$ cat src/rtl/uart_rx_pkg.sv
// Shared types and constants for the uart_rx receiver.
// Optional even-parity support is enabled with the UART_RX_PARITY_EN macro.
package uart_rx_pkg;

    localparam int DATA_BITS = 8;

    typedef enum logic [2:0] {
        s_IDLE,
        s_START,
        s_DATA,
        s_PARITY,
        s_STOP,
        s_BREAK,
        s_CLEANUP
    } state_t;

    // Even parity: the transmitted parity bit equals the XOR of the data bits.
    function automatic logic even_parity(input logic [DATA_BITS-1:0] data);
        return ^data;
    endfunction

endpackage

$ cat src/rtl/uart_rx_fsm.sv
// Next-state logic, bit-period counter and bit index for uart_rx.
// Adds the PARITY bit period when UART_RX_PARITY_EN is defined.
module uart_rx_fsm
    import uart_rx_pkg::*;
#(
    parameter int CLKS_PER_BIT = 5208
) (
    input  logic       i_Clock,
    input  logic       i_Reset,
    input  state_t     state_q,
    input  logic       rx_s,
    output state_t     state_d,
    output logic [2:0] bit_index,
    output logic       data_sample,
`ifdef UART_RX_PARITY_EN
    output logic       parity_sample,
`endif
    output logic       stop_sample
);

    localparam logic [15:0] HALF_COUNT = 16'((CLKS_PER_BIT - 1) / 2);
    localparam logic [15:0] LAST_COUNT = 16'(CLKS_PER_BIT - 1);
`ifdef UART_RX_PARITY_EN
    localparam state_t AFTER_DATA = s_PARITY;
`else
    localparam state_t AFTER_DATA = s_STOP;
`endif

    logic [15:0] clk_count_q, clk_count_d;
    logic [2:0]  bit_index_q, bit_index_d;

    always_ff @(posedge i_Clock or posedge i_Reset) begin
        if (i_Reset) begin
            clk_count_q <= '0;
            bit_index_q <= '0;
        end else begin
            clk_count_q <= clk_count_d;
            bit_index_q <= bit_index_d;
        end
    end

    always_comb begin
        state_d       = state_q;
        clk_count_d   = clk_count_q + 16'd1;
        bit_index_d   = bit_index_q;
        data_sample   = 1'b0;
`ifdef UART_RX_PARITY_EN
        parity_sample = 1'b0;
`endif
        stop_sample   = 1'b0;
        case (state_q)
            s_IDLE: begin
                clk_count_d = '0;
                bit_index_d = '0;
                if (!rx_s) state_d = s_START;
            end
            // Start bit is checked at its centre so later samples land mid-bit.
            s_START: begin
                if (clk_count_q == HALF_COUNT) begin
                    clk_count_d = '0;
                    state_d     = rx_s ? s_IDLE : s_DATA;
                end
            end
            s_DATA: begin
                if (clk_count_q == LAST_COUNT) begin
                    clk_count_d = '0;
                    data_sample = 1'b1;
                    bit_index_d = bit_index_q + 3'd1;
                    if (bit_index_q == 3'd7) state_d = AFTER_DATA;
                end
            end
            s_PARITY: begin
                if (clk_count_q == LAST_COUNT) begin
                    clk_count_d   = '0;
`ifdef UART_RX_PARITY_EN
                    parity_sample = 1'b1;
`endif
                    state_d       = s_STOP;
                end
            end
            s_STOP: begin
                if (clk_count_q == LAST_COUNT) begin
                    clk_count_d = '0;
                    stop_sample = 1'b1;
                    state_d     = rx_s ? s_CLEANUP : s_BREAK;
                end
            end
            // A held-low line must not be taken as a fresh start bit.
            s_BREAK: begin
                clk_count_d = '0;
                if (rx_s) state_d = s_IDLE;
            end
            s_CLEANUP: begin
                clk_count_d = '0;
                state_d     = s_IDLE;
            end
            default: begin
                clk_count_d = '0;
                state_d     = s_IDLE;
            end
        endcase
    end

    assign bit_index = bit_index_q;

endmodule

$ cat src/rtl/uart_rx.sv
// 8N1 UART receiver: input synchroniser, shift register and registered outputs.
// Define UART_RX_PARITY_EN for 8E1 frames with an o_Parity_Err pulse.
module uart_rx
    import uart_rx_pkg::*;
#(
    parameter int CLKS_PER_BIT = 5208
) (
    input  logic       i_Clock,
    input  logic       i_Reset,
    input  logic       i_Rx_Serial,
    output logic       o_Rx_DV,
    output logic [7:0] o_Rx_Byte,
    output logic       o_Rx_Active,
`ifdef UART_RX_PARITY_EN
    output logic       o_Parity_Err,
`endif
    output logic       o_Framing_Err
);

    logic                 rx_meta_q, rx_s_q;
    state_t               state_q, state_d;
    logic [DATA_BITS-1:0] shift_q, shift_d;
    logic [DATA_BITS-1:0] byte_q, byte_d;
    logic                 dv_q, dv_d;
    logic                 ferr_q, ferr_d;
    logic [2:0]           bit_index;
    logic                 data_sample, stop_sample;
`ifdef UART_RX_PARITY_EN
    logic                 parity_sample;
    logic                 parity_bad_q, parity_bad_d;
    logic                 perr_q, perr_d;
`endif

    uart_rx_fsm #(
        .CLKS_PER_BIT(CLKS_PER_BIT)
    ) u_fsm (
        .i_Clock      (i_Clock),
        .i_Reset      (i_Reset),
        .state_q      (state_q),
        .rx_s         (rx_s_q),
        .state_d      (state_d),
        .bit_index    (bit_index),
        .data_sample  (data_sample),
`ifdef UART_RX_PARITY_EN
        .parity_sample(parity_sample),
`endif
        .stop_sample  (stop_sample)
    );

    always_ff @(posedge i_Clock or posedge i_Reset) begin
        if (i_Reset) begin
            rx_meta_q    <= 1'b1;
            rx_s_q       <= 1'b1;
            state_q      <= s_IDLE;
            shift_q      <= '0;
            byte_q       <= '0;
            dv_q         <= 1'b0;
            ferr_q       <= 1'b0;
`ifdef UART_RX_PARITY_EN
            parity_bad_q <= 1'b0;
            perr_q       <= 1'b0;
`endif
        end else begin
            rx_meta_q    <= i_Rx_Serial;
            rx_s_q       <= rx_meta_q;
            state_q      <= state_d;
            shift_q      <= shift_d;
            byte_q       <= byte_d;
            dv_q         <= dv_d;
            ferr_q       <= ferr_d;
`ifdef UART_RX_PARITY_EN
            parity_bad_q <= parity_bad_d;
            perr_q       <= perr_d;
`endif
        end
    end

    always_comb begin
        shift_d = shift_q;
        byte_d  = byte_q;
        dv_d    = 1'b0;
        ferr_d  = 1'b0;
        if (data_sample) shift_d[bit_index] = rx_s_q;
`ifdef UART_RX_PARITY_EN
        perr_d       = 1'b0;
        parity_bad_d = parity_bad_q;
        if (state_q == s_IDLE) parity_bad_d = 1'b0;
        if (parity_sample) parity_bad_d = (rx_s_q != even_parity(shift_q));
`endif
        // A bad stop bit takes priority over any parity outcome.
        if (stop_sample) begin
            if (!rx_s_q) begin
                ferr_d = 1'b1;
`ifdef UART_RX_PARITY_EN
            end else if (parity_bad_q) begin
                perr_d = 1'b1;
`endif
            end else begin
                dv_d   = 1'b1;
                byte_d = shift_q;
            end
        end
    end

    assign o_Rx_DV       = dv_q;
    assign o_Rx_Byte     = byte_q;
    assign o_Rx_Active   = (state_q != s_IDLE);
    assign o_Framing_Err = ferr_q;
`ifdef UART_RX_PARITY_EN
    assign o_Parity_Err  = perr_q;
`endif

endmodule

$ cat config.mk
export PLATFORM = sky130hd
export DESIGN_NAME = uart_rx
export DESIGN_NICKNAME = d
export VERILOG_FILES = /design/src/rtl/uart_rx_pkg.sv /design/src/rtl/uart_rx_fsm.sv /design/src/rtl/uart_rx.sv
export SDC_FILE = /design/constraint.sdc
export NUM_CORES = 1
export LEC_CHECK = 0
export BUFFER_PORTS_ARGS = -buffer_cell sky130_fd_sc_hd__buf_2
export CORE_MARGIN = 2
export CORE_UTILIZATION = 35
export DETAILED_ROUTE_END_ITERATION = 16
export SYNTH_ARGS = -nofsm -noshare
export SYNTH_HDL_FRONTEND = slang
export SYNTH_HIERARCHICAL = 1
export SYNTH_SLANG_ARGS = --single-unit
export TNS_END_PERCENT = 1
$ cat constraint.sdc
create_clock -name i_Clock -period 2.1 [get_ports i_Clock]
set_clock_uncertainty 0.15 [all_clocks]
set_input_delay 0.42 -clock i_Clock [delete_from_list [all_inputs] [get_ports i_Clock]]
set_output_delay 0.42 -clock i_Clock [all_outputs]
set_load 0.05 [all_outputs]
; After elaboration in Yosys (flattened, before gate mapping)
; Cells that the tools add are included.
[word_totals]
in_bits = 3
register_bits = 42
wordCells = 61
out_inout_bits = 11
[op_classes]
addsub = 2
n_mux = 25
n_reduce_logical = 8
n_eq_ne = 15
magnitude_cmp = 2
[ops]
columns = operator, n
row1 = $mux W16, 2
row2 = $pmux W16 S2, 1
row3 = $mux W3, 8
row4 = $pmux W3 S6, 1
row5 = $add A16 B1 Y16 const B, 1
row6 = $eq A16 B12 Y1 const B, 1
row7 = $eq A16 B13 Y1 const B, 1
row8 = $ne A2 B1 Y1 const B, 5
row9 = $eq A3 B3 Y1 const B, 3
row10 = $bwmux W8, 1
row11 = $mux W1, 8
row12 = $reduce_and A7 Y1, 1
row13 = $eq A3 B2 Y1 const B, 2
row14 = $pmux W3 S2, 1
row15 = $lt A3 B4 Y1 const B, 1
row16 = $mux W2, 2
row17 = $ne A2 B2 Y1 const B, 2
row18 = $reduce_and A2 Y1, 2
row19 = $add A3 B1 Y3 const B, 1
row20 = $demux W1 S3, 1
row21 = $eq A3 B1 Y1 const B, 1
row22 = $ge A3 B1 Y1 const B, 1
row23 = $logic_not A3 Y1, 1
row24 = $reduce_bool A3 Y1, 1
row25 = 3 further kinds, 3

; Longest topological paths before layout
; Gate-level depths: netlist of the first run.
[logic_depth]
depth_word = 5
ltp_mapped = 7

; Hierarchy
; The synthesis of the first run kept the hierarchy.
[modules_own_cells]
columns = mod, area_per_inst_um2, cells_per_inst, seq_area_each_um2, instances
row1 = uart_rx_fsm, 1196.1, 129, 475.5, 1
row2 = uart_rx, 888.4, 53, 578.1, 1

; Least setup slack after synthesis of the first run
; No wires, ideal clock.
[synth_timing]
kind = register to register
from = reg u_fsm.clk_count_q[0]
to = reg shift_q[0]
arrival_ns = 1.928
t_required_ns = 1.825
synth_period_minus_slack_ns = 2.203
n_path_buf = 1
path_stages_with_launch = 8
path_slack_ns = -0.103
cell_sequence = dfrtp_1 ha_1 and4b_1 nand4_1 clkbuf_8 nor2_1 nor4b_2 mux2_2
[synth_between]
elab_chain_cells = 3
[synth_lines]
columns = element, line_no
row1 = from (decl), uart_rx_fsm.sv:29  ; logic [15:0] clk_count_q, clk_count_d;
row2 = from (signal assigned), uart_rx_fsm.sv:37  ; clk_count_q <= clk_count_d;
row3 = $eq A16 B13 Y1, uart_rx_fsm.sv:65  ; if (clk_count_q == LAST_COUNT) begin
row4 = $mux W1, uart_rx_fsm.sv:65
row5 = $mux W1, uart_rx_fsm.sv:51  ; case (state_q)
row6 = via data_sample, uart_rx.sv:27  ; logic data_sample, stop_sample;
row7 = to (signal assigned), uart_rx.sv:67  ; shift_q <= shift_d;
row8 = to (decl), uart_rx.sv:22  ; logic [DATA_BITS-1:0] shift_q, shift_d;
; The timed path passes the listed nets, and every way through them passes these cells.
; A chain may end at the register's enable or synchronous reset.

; Final worst setup path of the first run
[layout_timing]
from = reg state_q[1]
to = out o_Rx_Active
[layout_between]
elab_chain_cells = 1
[layout_lines]
columns = element, line_no
row1 = from (decl), uart_rx.sv:21  ; state_t state_q, state_d;
row2 = from (signal assigned), uart_rx.sv:54  ; state_q <= s_IDLE;
row3 = from (signal assigned), uart_rx.sv:66  ; state_q <= state_d;
row4 = $reduce_bool A3 Y1, uart_rx.sv:107  ; assign o_Rx_Active = (state_q != s_IDLE);
row5 = to (decl), uart_rx.sv:13  ; output logic o_Rx_Active,
; No other way between the ends.

==> flow_summary.yaml, run 1 <==
clock_tree:
  htreeDepth: 2
  clk_latency_ps: 290
  cts_buffers: 5
  clock_path_buffers: 2
  clk_pin_slew_ps: 80
  cts_tree: "done"
  cts_sinks: 42
  cts_root_buf: "clkbuf_8"
setup_path:
  cp_max_fo: 13
  r2r-end: "shift_q[0]"
  cp-end-kind: "output port"
  cp_top_family: "buffers and inverters"
  slowest_delay_ps: 370
  slowest_stage: "dfrtp_1"
  reg2reg_from: "u_fsm/clk_count_q[0]"
  cp.buffers_inverters: 2
  cp.required_ps: 1530
  crit_chain: "buf_4 > or3_1 > buf_2"
  cp.arrival_ps: 1430
  reg2regPathDepth: 7
  criticalPathCategory: "reg -> out"
  reg2reg_slack_ps: 110
  cp-start-kind: "flop"
drt:
  vias: 1505
  dr.pass1.iters: 4
  initialDrtViolationCount: 51
  ant_nets: 0
  drc: 0
  vias_per_cell: 5.154
  wl_per_cell_um: 13.74
  finalWirelength_um: 4013
grt:
  grt_pass1_vias: 1501
  grt_pass1_wl_um: 6762
  track_usage: 0.1339
  antenna_found_initial: 0
  grt_max_degree: 24
  grt_overflow: 0
power:
  switching_share: 0.1995
  p_per_area_nw_per_um2: 582.0
  cellInternalPower_w: 0.001172
  switching_power_w: 0.0002921
  p_leak_nw: 1.177
  p_seq_frac: 0.557
  ir_drop_v: 0.0002753
  total_power_w: 0.001464
  clkPwrFrac: 0.427
  comb_power_share: 0.016
logic_synthesis:
  yosys_warnings: 6
  async_flop_share: 1.000
  synth_edf_count: 0
  yosysSeqAreaShare: 0.5054
  synth-seq-cells: 42
  ys_types: 50
  synth_flop_cell: "dfrtp_1"
  synth.cell_area_um2: 2084
  avgSynthCellArea_um2: 11.45
  synth_nets: 188
  netlist_instances: 182
floorplan:
  ios: 14
  die_area_um2: 6589
  die_w_um: 81.18
  core.rowCount: 28
  start_util: 0.3563
  design.core.area_um2: 5851
  die_h_um: 81.18
run_status:
  status: "finished, final reports clean"
timing:
  rsz0062_at_grt: "false"
  finalSetupTns_ps: 0
  finalSetupViolCount: 0
  finalCritPeriodShare: 0.9529
  finalWorstSetupSlack_ps: 98.90
  hold_viol_final: 0
  maxSlewViolCount: 0
  max_slew.worst_pin.slew_ps: 375.0
  maxSlewHeadroom: 0.7500
  fmax_mhz: 499.7
  fin_crit_ps: 2001
placed_design:
  place.gp.congestion: 0.8068
  placed_area_um2: 2360
  dpl.hpwl_um: 2734
  post-place-ws_ps: -44.37
  place.port_buffers: 13
run:
  cap_viol_max_count: 0
hold_path:
  hp-class: "in -> reg"
  holdPathStages: 1
  whs_endpoint: "rx_meta_q"
  min_from: "i_Rx_Serial"
layout:
  antenna_cells: 0
  syn2layout_area_growth_pct: 20.71
  drive_gt1_frac: 0.3318
  final_area_um2: 2516
  num-nets-final: 222
  final_util: 0.4301
[layout by cell type, fill, tap and decap left out, types with 3 or more instances in the layout]
cell type   n
dfrtp_1    39
buf_4      18
mux2_2     14
buf_2      13
a21oi_1    12
nand2_1    10
inv_1       9
nor2_1      7
xor2_1      7
nand3_1     6
clkbuf_8    5
nand4b_1    4
or3_1       4
nand4_1     4
xnor2_1     4
and4bb_1    3
mux2_4      3
nor4_1      3
o21ai_0     3
a22oi_1     3
a22o_1      3
[stage by stage]
step / hold slack, ps / std cells
final: 75.87 / 292
after global placement: 196.5 / 282
after floorplan: 195.2 / 182
after CTS: 64.32 / 292
after global routing: 61.79 / 292
after detailed placement: 199.1 / 282
[registers in the layout, summed over array words and instances (netlist names)]
signal	count
rx_meta_q	1
u_fsm/clk_count_q	16
o_Rx_DV	1
o_Rx_Byte	8
o_Framing_Err	1
shift_q	8
u_fsm/bit_index	3
rx_s_q	1
state_q	3
[synth_stat cells (4+ instances only)]
master	instances	area (um^2)
dfrtp_1	40	1001
inv_1	9	33.78
nand2_1	10	37.54
nor4_1	4	25.02
a21oi_1	12	60.06
or3_1	4	25.02
nand4b_1	4	35.03
xor2_1	7	61.31
nand4_1	4	25.02
mux2_2	14	157.7
nor2_1	8	30.03
nand3_1	6	30.03
xnor2_1	4	35.03
[per-layer routing]
layer | global-route usage | wire length, um | part of all wire | up-vias
met4 | 0.04576 | 43 | 0.011 | 0
met3 | 0.03444 | 123 | 0.031 | 7
met2 | 0.2322 | 1995 | 0.50 | 25
li1 | - | - | - | 733
met1 | 0.1609 | 1850 | 0.46 | 740
met5 | 0 | 0 | 0 | -
[cell families (layout without fill, tap and decap cells)]
group / count (synthesis) / after routing / share of synthesized area
and+or+nand+nor: 62 / 62 / 0.1939
DFF: 42 / 42 / 0.5054
AOI/OAI and AO/OA: 30 / 30 / 0.09484
muxes: 19 / 19 / 0.1068
buffers and inverters: 15 / 50 / 0.03481
xor gates and xnor gates: 11 / 11 / 0.04622
adders and majority gates: 3 / 3 / 0.01801
[power by group through the flow]
stage               registers [W]  logic [W]  clock network [W]
floorplan                0.000829  0.0000162                  0
global placement         0.000832  0.0000232                  0
detailed placement       0.000832  0.0000235                  0
CTS                      0.000816  0.0000251           0.000652
global route             0.000817  0.0000278           0.000693
finish                   0.000816  0.0000230           0.000626
[layout make-up]
cell class / count / area, um^2
Clock buffer: 6 / 72.57
Clock inverter: 2 / 37.54
Fill cell: 563 / 3334
Inverter: 9 / 33.78
Multi-Input combinational cell: 125 / 993.5
Sequential cell: 42 / 1055
Tap cell: 75 / 93.84
Timing Repair Buffer: 33 / 230.2
[how the worst max path moves through the flow]
stage / start / to / slack [ps] / cells after the start
final: state_q[1] / o_Rx_Active / 100 / 3
after global routing: u_fsm/clk_count_q[5] / shift_q[0] / 3 / 6
after CTS: u_fsm/clk_count_q[14] / shift_q[0] / 20 / 6
after detailed placement: u_fsm/clk_count_q[14] / shift_q[0] / -40 / 5
after global placement: u_fsm/clk_count_q[5] / shift_q[0] / -30 / 5
after floorplan: u_fsm/clk_count_q[0] / shift_q[0] / 50 / 7
[timing repair]
item / in CTS / in global routing
endpoints found under the setup margin: 5 / 12
pin swaps: 1 / 1
gates resized for setup: 0 / 5
hold endpoints to repair: 2 / 0
hold buffers: 1 / 0
setup buffers: 1 / 0
Note: power is estimated with default switching activity, not from simulation.
==> run 2: changes to the inputs <==
RECOVER_POWER = 50   (was not set)
==> run 2 against run 1 <==
Register-to-register slack barely moved. Clock-buffer cell count did not move. Combinational power fell by 3%. Routed wire length barely moved. Sequential share of layout area rose by 0.10 points. Utilization fell by 0.11 points. Critical path type unchanged. Largest cell class unchanged.
==> flow_summary.yaml, run 2 (synthesis results as in run 1) <==
layout:
  drive_gt1_frac: 0.3180
  syn2layout_area_growth_pct: 20.41
  antenna_cells: 0
  largest-register: "u_fsm/clk_count_q"
  largest_reg_flops: 16
  layout_commonest_cell: "dfrtp_1"
  most-common-layout-cells: "39 x dfrtp_1, 17 x buf_4, 14 x mux2_2, 12 x a21oi_1"
  num-nets-final: 222
hold_path:
  hp-class: "in -> reg"
  holdPathStages: 1
setup_path:
  cp-start-kind: "flop"
  cp.arrival_ps: 1430
  cp_max_fo: 13
  cp-end-kind: "output port"
  criticalPathCategory: "reg -> out"
  reg2regPathDepth: 7
  cp.required_ps: 1530
  reg2reg_slack_ps: 110
run_status:
  status: "finished, final reports clean"
drt:
  initialDrtViolationCount: 55
  vias_per_cell: 5.182
  ant_nets: 0
  dr.pass1.iters: 4
  finalWirelength_um: 4015
  vias: 1513
  wl_per_cell_um: 13.75
  drc: 0
timing:
  hold_viol_final: 0
  maxSlewHeadroom: 0.6059
  finalSetupViolCount: 0
  finalCritPeriodShare: 0.9531
  finalSetupTns_ps: 0
  max_slew.worst_pin.slew_ps: 593.8
  fmax_mhz: 499.6
  holdWs_ps: 75.62
  fin_crit_ps: 2001
  maxSlewViolCount: 0
  rsz0062_at_grt: "false"
floorplan:
  die_area_um2: 6589
  die_h_um: 81.18
  core.rowCount: 28
  design.core.area_um2: 5851
  die_w_um: 81.18
  start_util: 0.3563
  ios: 14
clock_tree:
  clk_latency_ps: 290
  cts_tree: "done"
  clock_path_buffers: 2
  htreeDepth: 2
  clk_pin_slew_ps: 80
  cts_buffers: 5
  cts_sinks: 42
  cts_root_buf: "clkbuf_8"
grt:
  grt_pass1_vias: 1501
  grt_max_degree: 24
  track_usage: 0.1339
  grt_pass1_wl_um: 6762
  antenna_found_initial: 0
  grt_overflow: 0
power:
  p_leak_nw: 1.163
  p_per_area_nw_per_um2: 583.5
  ir_drop_v: 0.0002754
placed_design:
  dpl.hpwl_um: 2734
  place.gp.congestion: 0.8068
  place.port_buffers: 13
run:
  cap_viol_max_count: 0
-- run 2: cell count changes in the layout (fill, tap and decap cells not counted) --
cell | previous run | this run
clkbuf_2 | 0 | 1
buf_4 | 18 | 17
clkbuf_1 | 1 | 4
buf_2 | 13 | 10
-- run 2: worst max-delay path: stages, from the launching register on --
cell     delay (ps)
dfrtp_1         370
buf_4           180
or3_1           370
buf_2           220
-- run 2: where the power goes --
| part | switching, W | internal [W] | leakage (nW) | total [W] |
|---|---|---|---|---|
| logic | 0.0000171 | 0.00000526 | 0.549 | 0.0000224 |
| registers | 0.00000413 | 0.000812 | 0.563 | 0.000816 |
| clock network | 0.000272 | 0.000355 | 0.0514 | 0.000626 |
-- run 2: layer usage --
layer	GRT usage	share of wire	vias to the layer above
met5	0	0	-
met4	0.04576	0.0090	0
met3	0.03444	0.033	5
met2	0.2322	0.49	23
met1	0.1609	0.46	750
li1	-	-	735
-- run 2: final cells by class --
cell class                 instances  area (um^2)
clock buffer                       6        72.57
clock inverter                     2        37.54
fill                             567         3341
inverter                           9        33.78
multi-input combinational        125        993.5
sequential                        42         1055
tap                               75        93.84
timing repair buffer              33        224.0
-- run 2: repair_timing --
action | CTS | global route
hold buffers | 1 | 0
setup buffers | 1 | 0
gates resized for setup | 0 | 5
pin swaps | 1 | 1
endpoints found under the setup margin | 5 | 12
endpoints found under the hold margin | 2 | 0
gates cloned | 0 | 0
-- run 2: worst paths after layout --
kind | startpoint | end
max | state_q[1] | o_Rx_Active
min | i_Rx_Serial | rx_meta_q
max reg2reg | u_fsm/clk_count_q[0] | shift_q[0]
min reg2reg | rx_meta_q | rx_s_q
max in group asynchronous | i_Reset | rx_meta_q
min in group asynchronous | i_Reset | u_fsm/bit_index[0]
-- run 2: through the flow --
| stage | instances | util | area, um^2 | setup slack (ps) | total power (W) |
|---|---|---|---|---|---|
| after floorplan | 182 | - | 2092 | 47.43 | 0.0008448 |
| after global placement | 282 | 0.4033 | 2360 | -25.61 | 0.0008551 |
| after detailed placement | 282 | 0.4033 | 2360 | -44.37 | 0.0008554 |
| after CTS | 292 | 0.4252 | 2487 | 19.56 | 0.001493 |
| after global routing | 292 | 0.4290 | 2510 | 2.778 | 0.001537 |
| final | 292 | 0.4290 | 2510 | 98.56 | 0.001465 |
==> run 3: changes to the inputs <==
ABC_AREA = 1   (was not set)
clock period = 1.75 ns   (was 2.1 ns; I/O delays follow)
==> run 3 against run 2 <==
The flow now finishes with violations (negative setup slack). Utilization rose by 1.6 points. Register-to-register slack worse by 100 ps. Global-route usage decreased by 0.062 points. Sequential share of layout area down 2.3 points. Clock-buffer cell count down 1. Combinational power up 37%. Synthesized cell count grew 58%. Via count rose by 24%. Worst hold slack gained 130 ps. Non-clock buffer count up 6. Setup slack got worse by 140 ps.
==> flow_summary.yaml, run 3 <==
floorplan:
  start_util: 0.3655
  die_h_um: 82.87
  design.core.area_um2: 5956
  ios: 14
  core.rowCount: 28
  die_w_um: 82.87
  die_area_um2: 6867
logic_synthesis:
  yosysSeqAreaShare: 0.4839
  synth_edf_count: 0
  netlist_top_cells_count: "93 x nand2_1, 44 x nor2_1, 40 x dfrtp_1"
  async_flop_share: 1.000
  synth_top_area_frac: 0.4598
  synth.cell_area_um2: 2177
  yosys_warnings: 6
  synth_nets: 294
  netlist_instances: 288
  synth_most_common_cell: "nand2_1"
  synth-seq-cells: 42
  synth_area_leaders: "dfrtp_1 46%, nand2_1 16%, nor2_1 7.6%"
  ys_types: 26
  yosys.area.top_type: "dfrtp_1"
  synth_flop_cell: "dfrtp_1"
  avgSynthCellArea_um2: 7.559
layout:
  antenna_cells: 0
  largest-register: "u_fsm/clk_count_q"
  num-nets-final: 337
  largest_reg_flops: 16
  layoutNonFillerInstCount: 407
  drive_gt1_frac: 0.2139
  final_util: 0.4454
  layout_commonest_cell: "nand2_1"
  syn2layout_area_growth_pct: 21.84
  most-common-layout-cells: "91 x nand2_1, 42 x nor2_1, 40 x dfrtp_1, 29 x inv_1, 26 x nand3_1"
drt:
  ant_nets: 0
  drc: 0
  dr.pass1.iters: 4
  initialDrtViolationCount: 70
  wl_per_cell_um: 10.66
  finalWirelength_um: 4337
  vias_per_cell: 4.597
  vias: 1871
grt:
  grt_pass1_wl_um: 7562
  track_usage: 0.1333
  antenna_found_initial: 0
  grt_overflow: 0
  grt_pass1_vias: 1732
  grt_max_degree: 23
setup_path:
  slowest_delay_ps: 400
  crit_chain: "buf_6 > or3_1 > buf_6"
  cp_max_fo: 4
  slowest_stage: "dfrtp_1"
  cp-end-kind: "output port"
  criticalPathCategory: "reg -> out"
  crit_top_cell: "buf_6"
  cp-start-kind: "flop"
  cp.arrival_ps: 1290
  cp.required_ps: 1250
placed_design:
  dpl.hpwl_um: 3238
  post-place-cells: 395
  place.gp.congestion: 0.8344
  place.port_buffers: 13
power:
  ir_drop_v: 0.0002878
  p_per_area_nw_per_um2: 679.3
  total_power_w: 0.001802
  p_leak_nw: 1.418
timing:
  hold_viol_final: 0
  fmax_mhz: 558.0
  rsz0062_at_grt: "true"
  max_slew.worst_pin.slew_ps: 544.6
  maxSlewHeadroom: 0.6370
  finalCritPeriodShare: 1.024
  finalWorstSetupSlack_ps: -42.01
  fin_crit_ps: 1792
  maxSlewViolCount: 0
  finalSetupViolCount: 1
clock_tree:
  cts_buffers: 5
  clk_pin_slew_ps: 80
  cts_root_buf: "clkbuf_8"
  cts_tree: "done"
  clk_latency_ps: 300
  htreeDepth: 2
  cts_sinks: 42
  clock_path_buffers: 2
run:
  cap_viol_max_count: 0
run_status:
  violations: "negative setup slack"
  status: "finished, violations left"
hold_path:
  hp-class: "reg -> reg"
run 3: cell count changes in the layout (fill, tap and decap cells not counted), moves of 4 or more:
| cell | previous run | this run |
|---|---|---|
| mux2_2 | 14 | 0 |
| inv_2 | 0 | 6 |
| a21oi_1 | 12 | 2 |
| nor2_1 | 7 | 42 |
| buf_4 | 17 | 21 |
| nand2_2 | 1 | 5 |
| inv_1 | 9 | 29 |
| xnor2_1 | 4 | 0 |
| nand2_1 | 10 | 91 |
| nand3_1 | 6 | 26 |
| nand4b_1 | 4 | 0 |
| nor2_2 | 0 | 7 |
run 3: through the flow:
step           instance area (um^2)  worst slack [ps]  setup TNS [ps]  hold slack, ps
2_1_floorplan                  2180             10.61               0           151.1
3_3_place_gp                   2470            -1.193          -1.193           195.6
3_5_place_dp                   2470            -49.39          -480.1           200.5
4_1_cts                        2625            -56.53          -64.02           213.8
5_1_grt                        2653            -162.8           -1670           217.2
6_report                       2653            -42.01          -42.01           209.3
run 3: worst max-delay path, delay by kind of cell (launching register included):
family,cells,cell delay [ps]
buffers and inverters,2,290
flip-flops,1,400
AND/OR/NAND/NOR,1,310
run 3: path summary, 6_finish.rpt:
| kind | start | to | slack (ps) | depth (start not counted) |
|---|---|---|---|---|
| min reg2reg | rx_meta_q | rx_s_q | 210 | 0 |
| max reg2reg | u_fsm/clk_count_q[0] | shift_q[0] | 10 | 14 |
| min | rx_meta_q | rx_s_q | 210 | 0 |
| max | state_q[2] | o_Rx_Active | -40 | 3 |
| min in group asynchronous | i_Reset | rx_meta_q | 450 | 3 |
| max in group asynchronous | i_Reset | rx_s_q | 480 | 4 |
run 3: layer usage:
layer	GRT usage	up-vias	part of all wire
met5	0	-	0
met3	0.03479	6	0.032
met4	0.04471	0	0.014
li1	-	979	-
met1	0.1668	859	0.47
met2	0.2236	27	0.48
run 3: cells by family (layout without fill, tap and decap cells):
kind of cell	Yosys count	count (layout)	share of synthesized area
XOR/XNOR	4	4	0.01609
flip-flops	42	42	0.4839
buffers and inverters	39	83	0.07873
adder cells (fa/ha/maj)	3	3	0.01724
AND/OR/NAND/NOR	187	187	0.3713
AO/OA/AOI/OAI	13	13	0.03275
run 3: area by class of cell:
cell class                 instances  area (um^2)
clock buffer                       5        68.82
clock inverter                     3        48.80
fill                             619         3303
inverter                          36        137.6
multi-input combinational        207        980.9
sequential                        42         1054
tap                               75        93.84
timing repair buffer              39        269.0
run 3: repair_timing:
action,4_1_cts,5_1_grt
hold endpoints to repair,42,0
hold buffers,2,0
pin swaps,3,3
gates resized for setup,7,4
endpoints found under the setup margin,16,31
setup buffers,0,2
run 3: power breakdown:
part	total (W)	internal (W)	switching, W
Sequential	0.000978	0.000974	0.00000367
Combinational	0.0000306	0.00000820	0.0000224
Clock	0.000794	0.000434	0.000359
Total	0.00180	0.00142	0.000385
